[config.mk]
export PLATFORM = sky130hd
export DESIGN_NAME = prince_sbox_layer_serial_flat
export DESIGN_NICKNAME = d
export VERILOG_FILES = /design/src/rtl/prince_sbox_layer_serial_if.sv /design/src/rtl/prince_sbox_layer_serial.sv /design/src/flat_wrapper.sv
export SDC_FILE = /design/constraint.sdc
export NUM_CORES = 1
export LEC_CHECK = 0
export CAP_MARGIN = 20
export CORE_MARGIN = 4
export CORE_UTILIZATION = 40
export DETAILED_ROUTE_END_ITERATION = 8
export GPL_ROUTABILITY_DRIVEN = 0
export PLACE_DENSITY = 0.69
export SYNTH_ARGS = -nofsm -noshare
export SYNTH_HDL_FRONTEND = slang
export SYNTH_SLANG_ARGS = --single-unit
export TNS_END_PERCENT = 20
[constraint.sdc]
create_clock -name clk -period 8.4 [get_ports clk]
set_clock_uncertainty 0.1 [all_clocks]
set_input_delay 1.68 -clock clk [delete_from_list [all_inputs] [get_ports clk]]
set_output_delay 1.68 -clock clk [all_outputs]
set_load 0.02 [all_outputs]
[src/rtl/prince_sbox_layer_serial_if.sv]
// rtl/prince_sbox_layer_serial_if.sv - valid/ready state-in / result-out bundle for the PRINCE S-layer
interface prince_sbox_layer_serial_if;
    logic        in_valid;
    logic        in_ready;
    logic [63:0] in_data;
    logic        out_valid;
    logic        out_ready;
    logic [63:0] out_data;
    logic        busy;

    // master = upstream/downstream side, slave = S-layer engine
    modport master (
        output in_valid,
        output in_data,
        output out_ready,
        input  in_ready,
        input  out_valid,
        input  out_data,
        input  busy
    );

    modport slave (
        input  in_valid,
        input  in_data,
        input  out_ready,
        output in_ready,
        output out_valid,
        output out_data,
        output busy
    );
endinterface

[src/rtl/prince_sbox_layer_serial.sv]
// rtl/prince_sbox_layer_serial.sv - forward PRINCE S-layer, NIBBLES_PER_CYCLE nibbles per BUSY cycle
// NIBBLES_PER_CYCLE must divide 16 (1, 2, 4, 8 or 16).
module prince_sbox_layer_serial #(
    parameter int NIBBLES_PER_CYCLE = 4
) (
    input  logic                        clk,
    input  logic                        rst_n,
    prince_sbox_layer_serial_if.slave   bus
);

    localparam int NPC = NIBBLES_PER_CYCLE;
    localparam int G   = 16 / NPC;
    localparam int CW  = (G > 1) ? $clog2(G) : 1;
    localparam logic [CW-1:0] LAST_GRP = CW'(G - 1);

    typedef enum logic [1:0] {
        IDLE = 2'd0,
        BUSY = 2'd1,
        DONE = 2'd2
    } fsm_t;

    fsm_t          fsm;
    fsm_t          fsm_nxt;
    logic [CW-1:0] cnt;
    logic [63:0]   state_reg;
    logic [63:0]   sub_data;
    logic          out_valid_q;

    function automatic logic [3:0] sbox(input logic [3:0] x);
        logic [3:0] y;
        case (x)
            4'h0:    y = 4'hB;
            4'h1:    y = 4'hF;
            4'h2:    y = 4'h3;
            4'h3:    y = 4'h2;
            4'h4:    y = 4'hA;
            4'h5:    y = 4'hC;
            4'h6:    y = 4'h9;
            4'h7:    y = 4'h1;
            4'h8:    y = 4'h6;
            4'h9:    y = 4'h7;
            4'hA:    y = 4'h8;
            4'hB:    y = 4'h0;
            4'hC:    y = 4'hE;
            4'hD:    y = 4'h5;
            4'hE:    y = 4'hD;
            default: y = 4'h4;
        endcase
        return y;
    endfunction

    // Only the nibbles of group cnt are substituted; the rest pass through.
    always_comb begin
        sub_data = state_reg;
        for (int i = 0; i < 16; i++) begin
            if (CW'(i / NPC) == cnt) begin
                sub_data[4*i +: 4] = sbox(state_reg[4*i +: 4]);
            end
        end
    end

    always_ff @(posedge clk) begin
        if (!rst_n) begin
            fsm <= IDLE;
        end else begin
            fsm <= fsm_nxt;
        end
    end

    always_comb begin
        fsm_nxt = fsm;
        case (fsm)
            IDLE:    if (bus.in_valid)  fsm_nxt = BUSY;
            BUSY:    if (cnt == LAST_GRP) fsm_nxt = DONE;
            DONE:    if (bus.out_ready) fsm_nxt = IDLE;
            default: fsm_nxt = IDLE;
        endcase
    end

    always_comb begin
        bus.in_ready = (fsm == IDLE);
        bus.busy     = (fsm == BUSY) || (fsm == DONE);
    end

    // out_valid is registered alongside the DONE transition so it never glitches.
    always_ff @(posedge clk) begin
        if (!rst_n) begin
            cnt         <= '0;
            state_reg   <= 64'h0;
            out_valid_q <= 1'b0;
        end else begin
            case (fsm)
                IDLE: begin
                    if (bus.in_valid) begin
                        state_reg <= bus.in_data;
                        cnt       <= '0;
                    end
                end
                BUSY: begin
                    state_reg <= sub_data;
                    if (cnt == LAST_GRP) begin
                        out_valid_q <= 1'b1;
                    end else begin
                        cnt <= cnt + 1'b1;
                    end
                end
                DONE: begin
                    if (bus.out_ready) begin
                        out_valid_q <= 1'b0;
                    end
                end
                default: begin
                    out_valid_q <= 1'b0;
                end
            endcase
        end
    end

    assign bus.out_valid = out_valid_q;
    assign bus.out_data  = state_reg;

endmodule

[src/flat_wrapper.sv]
// flat-port wrapper written by rule: the top's interface ports become plain ports
module prince_sbox_layer_serial_flat 
#(
    parameter int NIBBLES_PER_CYCLE = 4
)
  (clk, rst_n, bus_in_valid, bus_in_data, bus_out_ready, bus_in_ready, bus_out_valid, bus_out_data, bus_busy);
  prince_sbox_layer_serial_if bus_i ();
  input  logic clk;
  input  logic rst_n;
  input wire logic [$bits(bus_i.in_valid)-1:0] bus_in_valid;
  input wire logic [$bits(bus_i.in_data)-1:0] bus_in_data;
  input wire logic [$bits(bus_i.out_ready)-1:0] bus_out_ready;
  output wire logic [$bits(bus_i.in_ready)-1:0] bus_in_ready;
  output wire logic [$bits(bus_i.out_valid)-1:0] bus_out_valid;
  output wire logic [$bits(bus_i.out_data)-1:0] bus_out_data;
  output wire logic [$bits(bus_i.busy)-1:0] bus_busy;
  assign bus_i.in_valid = bus_in_valid;
  assign bus_i.in_data = bus_in_data;
  assign bus_i.out_ready = bus_out_ready;
  assign bus_in_ready = bus_i.in_ready;
  assign bus_out_valid = bus_i.out_valid;
  assign bus_out_data = bus_i.out_data;
  assign bus_busy = bus_i.busy;
  prince_sbox_layer_serial #(.NIBBLES_PER_CYCLE(NIBBLES_PER_CYCLE)) u_core (.clk(clk), .rst_n(rst_n), .bus(bus_i));
endmodule
# == Word-level counts from Yosys, hierarchy flattened ==
# Memory sizes are Yosys's and may differ from the RTL's. A register that Yosys moved wholly into a read port is not among the register bits.
# Cells that the tools add are included.
# word_totals
regBits,69
rom_bits,1024
inputBits,68
word_cells,110
n_memories,16
# classes
add_sub_neg,1
n_eq_ne,14
mux,60
bitwise,1
reduce_logical,11
# memory_table
name,depth,width,read_ports,rd_clocked_by_memory_dff,write_ports,line,text
(name not given),16,4,1,1,0,prince_sbox_layer_serial.sv:31,case (x)
(name not given),16,4,1,1,0,prince_sbox_layer_serial.sv:31,
(name not given),16,4,1,1,0,prince_sbox_layer_serial.sv:31,
(name not given),16,4,1,1,0,prince_sbox_layer_serial.sv:31,
(name not given),16,4,1,1,0,prince_sbox_layer_serial.sv:31,
(name not given),16,4,1,1,0,prince_sbox_layer_serial.sv:31,
+10 memories,n/a,n/a,n/a,n/a,n/a,n/a,
# op_table
cell,n
4-bit 2-to-1 mux,48
64-bit one-hot mux with 2 select lines,1
64-bit 2-to-1 mux,1
3-bit AND reduction,7
2-bit 2-to-1 mux,5
"2-bit by 1-bit != test with 1-bit output, second input constant",5
"2-bit != test, second input constant",3
2-bit one-hot mux with 3 select lines,1
"2-bit == test, first input constant",2
"2-bit == test, second input constant",2
2-bit logical NOT,2
2-bit one-hot mux with 2 select lines,1
1-bit one-hot mux with 3 select lines,1
"2-bit by 1-bit adder with 2-bit output, second input constant",1
"1-bit by 2-bit == test with 1-bit output, first input constant",1
"2-bit by 1-bit == test with 1-bit output, second input constant",1
1-bit 2-to-1 mux,2
2-bit nonzero test,1
1-bit logical OR,1
1-bit NOT,1

# == Depth between registers and ports, before layout ==
# depth
ltp_word,5
ltp_mapped,13
ltp_nobuf,10

# == Least setup slack after synthesis ==
# No wires, ideal clock.
# synth_timing
kind,in2reg
from,in bus_in_valid
to,"reg, netlist name u_core.sub_data[48]"
arrival_time_ps,3522
t_required_ps,8166
path_slack_ps,4644
stages,9
n_path_buf,2
path_cell_list,mux2_4 > and2_1 > buf_2 > buf_6 > o211ai_1 > inv_1 > ha_1 > inv_1 > mux4_2
# synth_lines
item,line,text
from (decl),flat_wrapper.sv:10,input wire logic [$bits(bus_i.in_valid)-1:0] bus_in_valid;

==> run metrics <==
vias in the first global route 5420; Max Fclk 230 MHz; start point of the critical path bus_in_valid; CTS H-tree lvls 4; largest net degree at the start of global routing 64; CTS tree built; register bit count reported by yosys 133; share of the synthesized area in the top cell type 36.9%; critical path capture point type flop; RR Startpoint u_core.fsm[0]$_SDFFE_PN0P_; clk slew on worst S/H paths 60 ps; r2r worst-path depth 9; crit-path max FO 43; Worst VDD drop 0.177 mV; Post-CTS Setup Repair Bufs 0; Seq/Total Area, Yosys 36.9%; RSZ-0062 raised after global routing false; clock sink total 133; final core utilization 52.8%; synth top area cells dfxtp_1, mux2i_1, ha_1; internal power 2380 uW; leakage 0.00432 uW; DPL Wire Length 11.0 mm; Pre-antenna DRT Iters 4; Port Buffers 134; kind of critical path in2reg; type of origin of the critical path input pin; clk buf depth 2; Synth Cell Area 7220 sq um; DRC 0; Hold Startpoint u_core.bus.out_valid$_SDFFE_PN0P_; row cnt 48; worst slew pin tran 801 ps; Comb pwr share 53.8%; DRT Wirelength 16.0 mm; Slew HR 46.6%; Syn-to-layout area delta 27.8%; Synth area leader dfxtp_1; Syn. warnings 0; die footprint 20300 sq um; Synth Flop Type dfxtp_1; core region area 17500 sq um; Mean Syn Cell Area 10.3 sq um; Clk Latency, worst-skew pair 410 ps; vias after detailed routing 5328; root buf cell clkbuf_16; hold path cells 2; reg2reg end u_core.sub_data[48]$_DFF_P_; Synth cell types 37; Syn Inst Count 698; I/O pin total 135; setup tns final 0 ps; die width 142 microns; R2R Setup Slk 4860 ps; count leader, synth dfxtp_1; Commonest cells post-synth dfxtp_1, mux2i_1, inv_1; minimum clock period 4350 ps; critical path arrival 4540 ps; grt ovf 0; CTS Hold Buffers Added 0; Hold/Removal Path Class reg2reg; Fin. Hold Viols 0; switch share 39.8%; Slew Limit Fails 0; routed len/inst 15.2 microns; Antenna diodes 0; sw power 1570 uW; total CTS buffers 17; final critical-path share of the clock period 51.8%; Final nets 940; Clock Power Share 19.1%; # fillers 1557; share of cells above drive strength 1 13.4%; Worst Hold End u_core.bus.out_valid$_SDFFE_PN0P_; maxcap violations 0; antenna violation net count after detailed routing 0; # setup viols final 0; status completed; PostCTS Resize Cnt 0; 1st-iter DRT viols 178; die height 142 microns; syn_nets 822; Global Route Usage Sum 16.2%; Vias/cell 5.06; power per cell area 428 nW/um^2; Synth async-reset ratio 0%; Initial Util 41.3%; initial antenna violation count 0; sequential share of power 27.2%; CP required 8590 ps; first-pass GRT wire length 26.8 mm; Post-synth EDFFs 0
[placed cells by master, fill, tap and decap left out, types with 3 or more instances in the layout]
cell type,instances
clkdlybuf4s50_1,133
dfxtp_1,133
mux2i_1,106
inv_1,91
ha_1,55
nand3_1,53
o211a_1,31
nand2_1,31
mux2_2,28
o211ai_1,22
clkbuf_16,17
nor2_1,14
o211ai_2,13
o21ai_0,13
o22ai_1,12
mux4_2,12
inv_2,10
o211a_4,9
nor2b_1,4
nand2b_1,3
and2_4,3
and2_1,3
bufinv_16,3
clkinv_2,3
buf_4,3
[power groups by stage]
stage | Combinational, uW | Sequential (uW) | Clock, uW
final | 2120 | 1070 | 754
after detailed placement | 2140 | 1090 | 0
after global routing | 2350 | 1110 | 802
after global placement | 2110 | 1090 | 0
after CTS | 2150 | 1080 | 771
after floorplan | 1430 | 1230 | 0
[stage by stage]
step           instances  setup slack (ps)  power [uW]  cell area, sq um  hold WS [ps]
6_report            1052              4050        3950              9230           429
5_1_grt             1052              3830        4270              9230           466
4_1_cts             1052              4060        4000              9230           434
3_5_place_dp        1022              3620        3230              8640           418
3_3_place_gp        1022              3670        3200              8640           411
2_1_floorplan        698              4640        2660              7220           409
[state kept, by name (all words and copies together), names as in the netlist]
register              cells
u_core.bus.out_valid      1
u_core.bus.out_data      64
u_core.cnt                2
u_core.sub_data          64
u_core.fsm                2
[per-layer routing]
| metal | GRT usage [%] | share of wire [%] | vias up | wire length (microns) |
|---|---|---|---|---|
| met5 | 0 | 0 | - | 0 |
| met4 | 5.00 | 1.3 | 0 | 200 |
| met3 | 4.57 | 4.8 | 16 | 761 |
| met2 | 27.2 | 48 | 106 | 7710 |
| met1 | 20.4 | 46 | 2522 | 7310 |
| li1 | - | - | 2684 | - |
[layout make-up]
| class | count | area [sq um] | area share, % |
|---|---|---|---|
| flip-flops and latches | 133 | 2660 | 28.9 |
| clock buffers | 21 | 460 | 4.99 |
| clock inverters | 9 | 129 | 1.40 |
| repair buffers | 136 | 1350 | 14.7 |
| inverters | 101 | 379 | 4.11 |
| well taps | 225 | 282 | 3.05 |
| multi-input cells | 427 | 3960 | 42.9 |
[worst max path at each step]
stage,cells past startpoint,slack (ps),to
2_1_floorplan,9,4640,u_core.sub_data[48]$_DFF_P_
3_3_place_gp,8,3670,u_core.sub_data[48]$_DFF_P_
3_5_place_dp,8,3620,u_core.sub_data[48]$_DFF_P_
4_1_cts,8,4060,u_core.sub_data[48]$_DFF_P_
5_1_grt,8,3830,u_core.sub_data[59]$_DFF_P_
6_report,8,4050,u_core.sub_data[48]$_DFF_P_
[cells by family (layout without fill, tap and decap cells)]
family,Yosys count,in the layout,share of synthesized area [%]
AOI/OAI and AO/OA,108,108,14.1
adders and majority gates,56,56,9.71
buffers and inverters,138,267,8.42
DFF,133,133,36.9
muxes,148,148,23.2
and+or+nand+nor,115,115,7.63
[critical path: stages]
cell and delay [ps]:
clkdlybuf4s50_1 470, mux2_4 480, and2_1 740, o211a_1 340, inv_1 70, ha_1 270
inv_1 30, mux4_2 440
No activity file was read; power rests on OpenSTA's default activity.
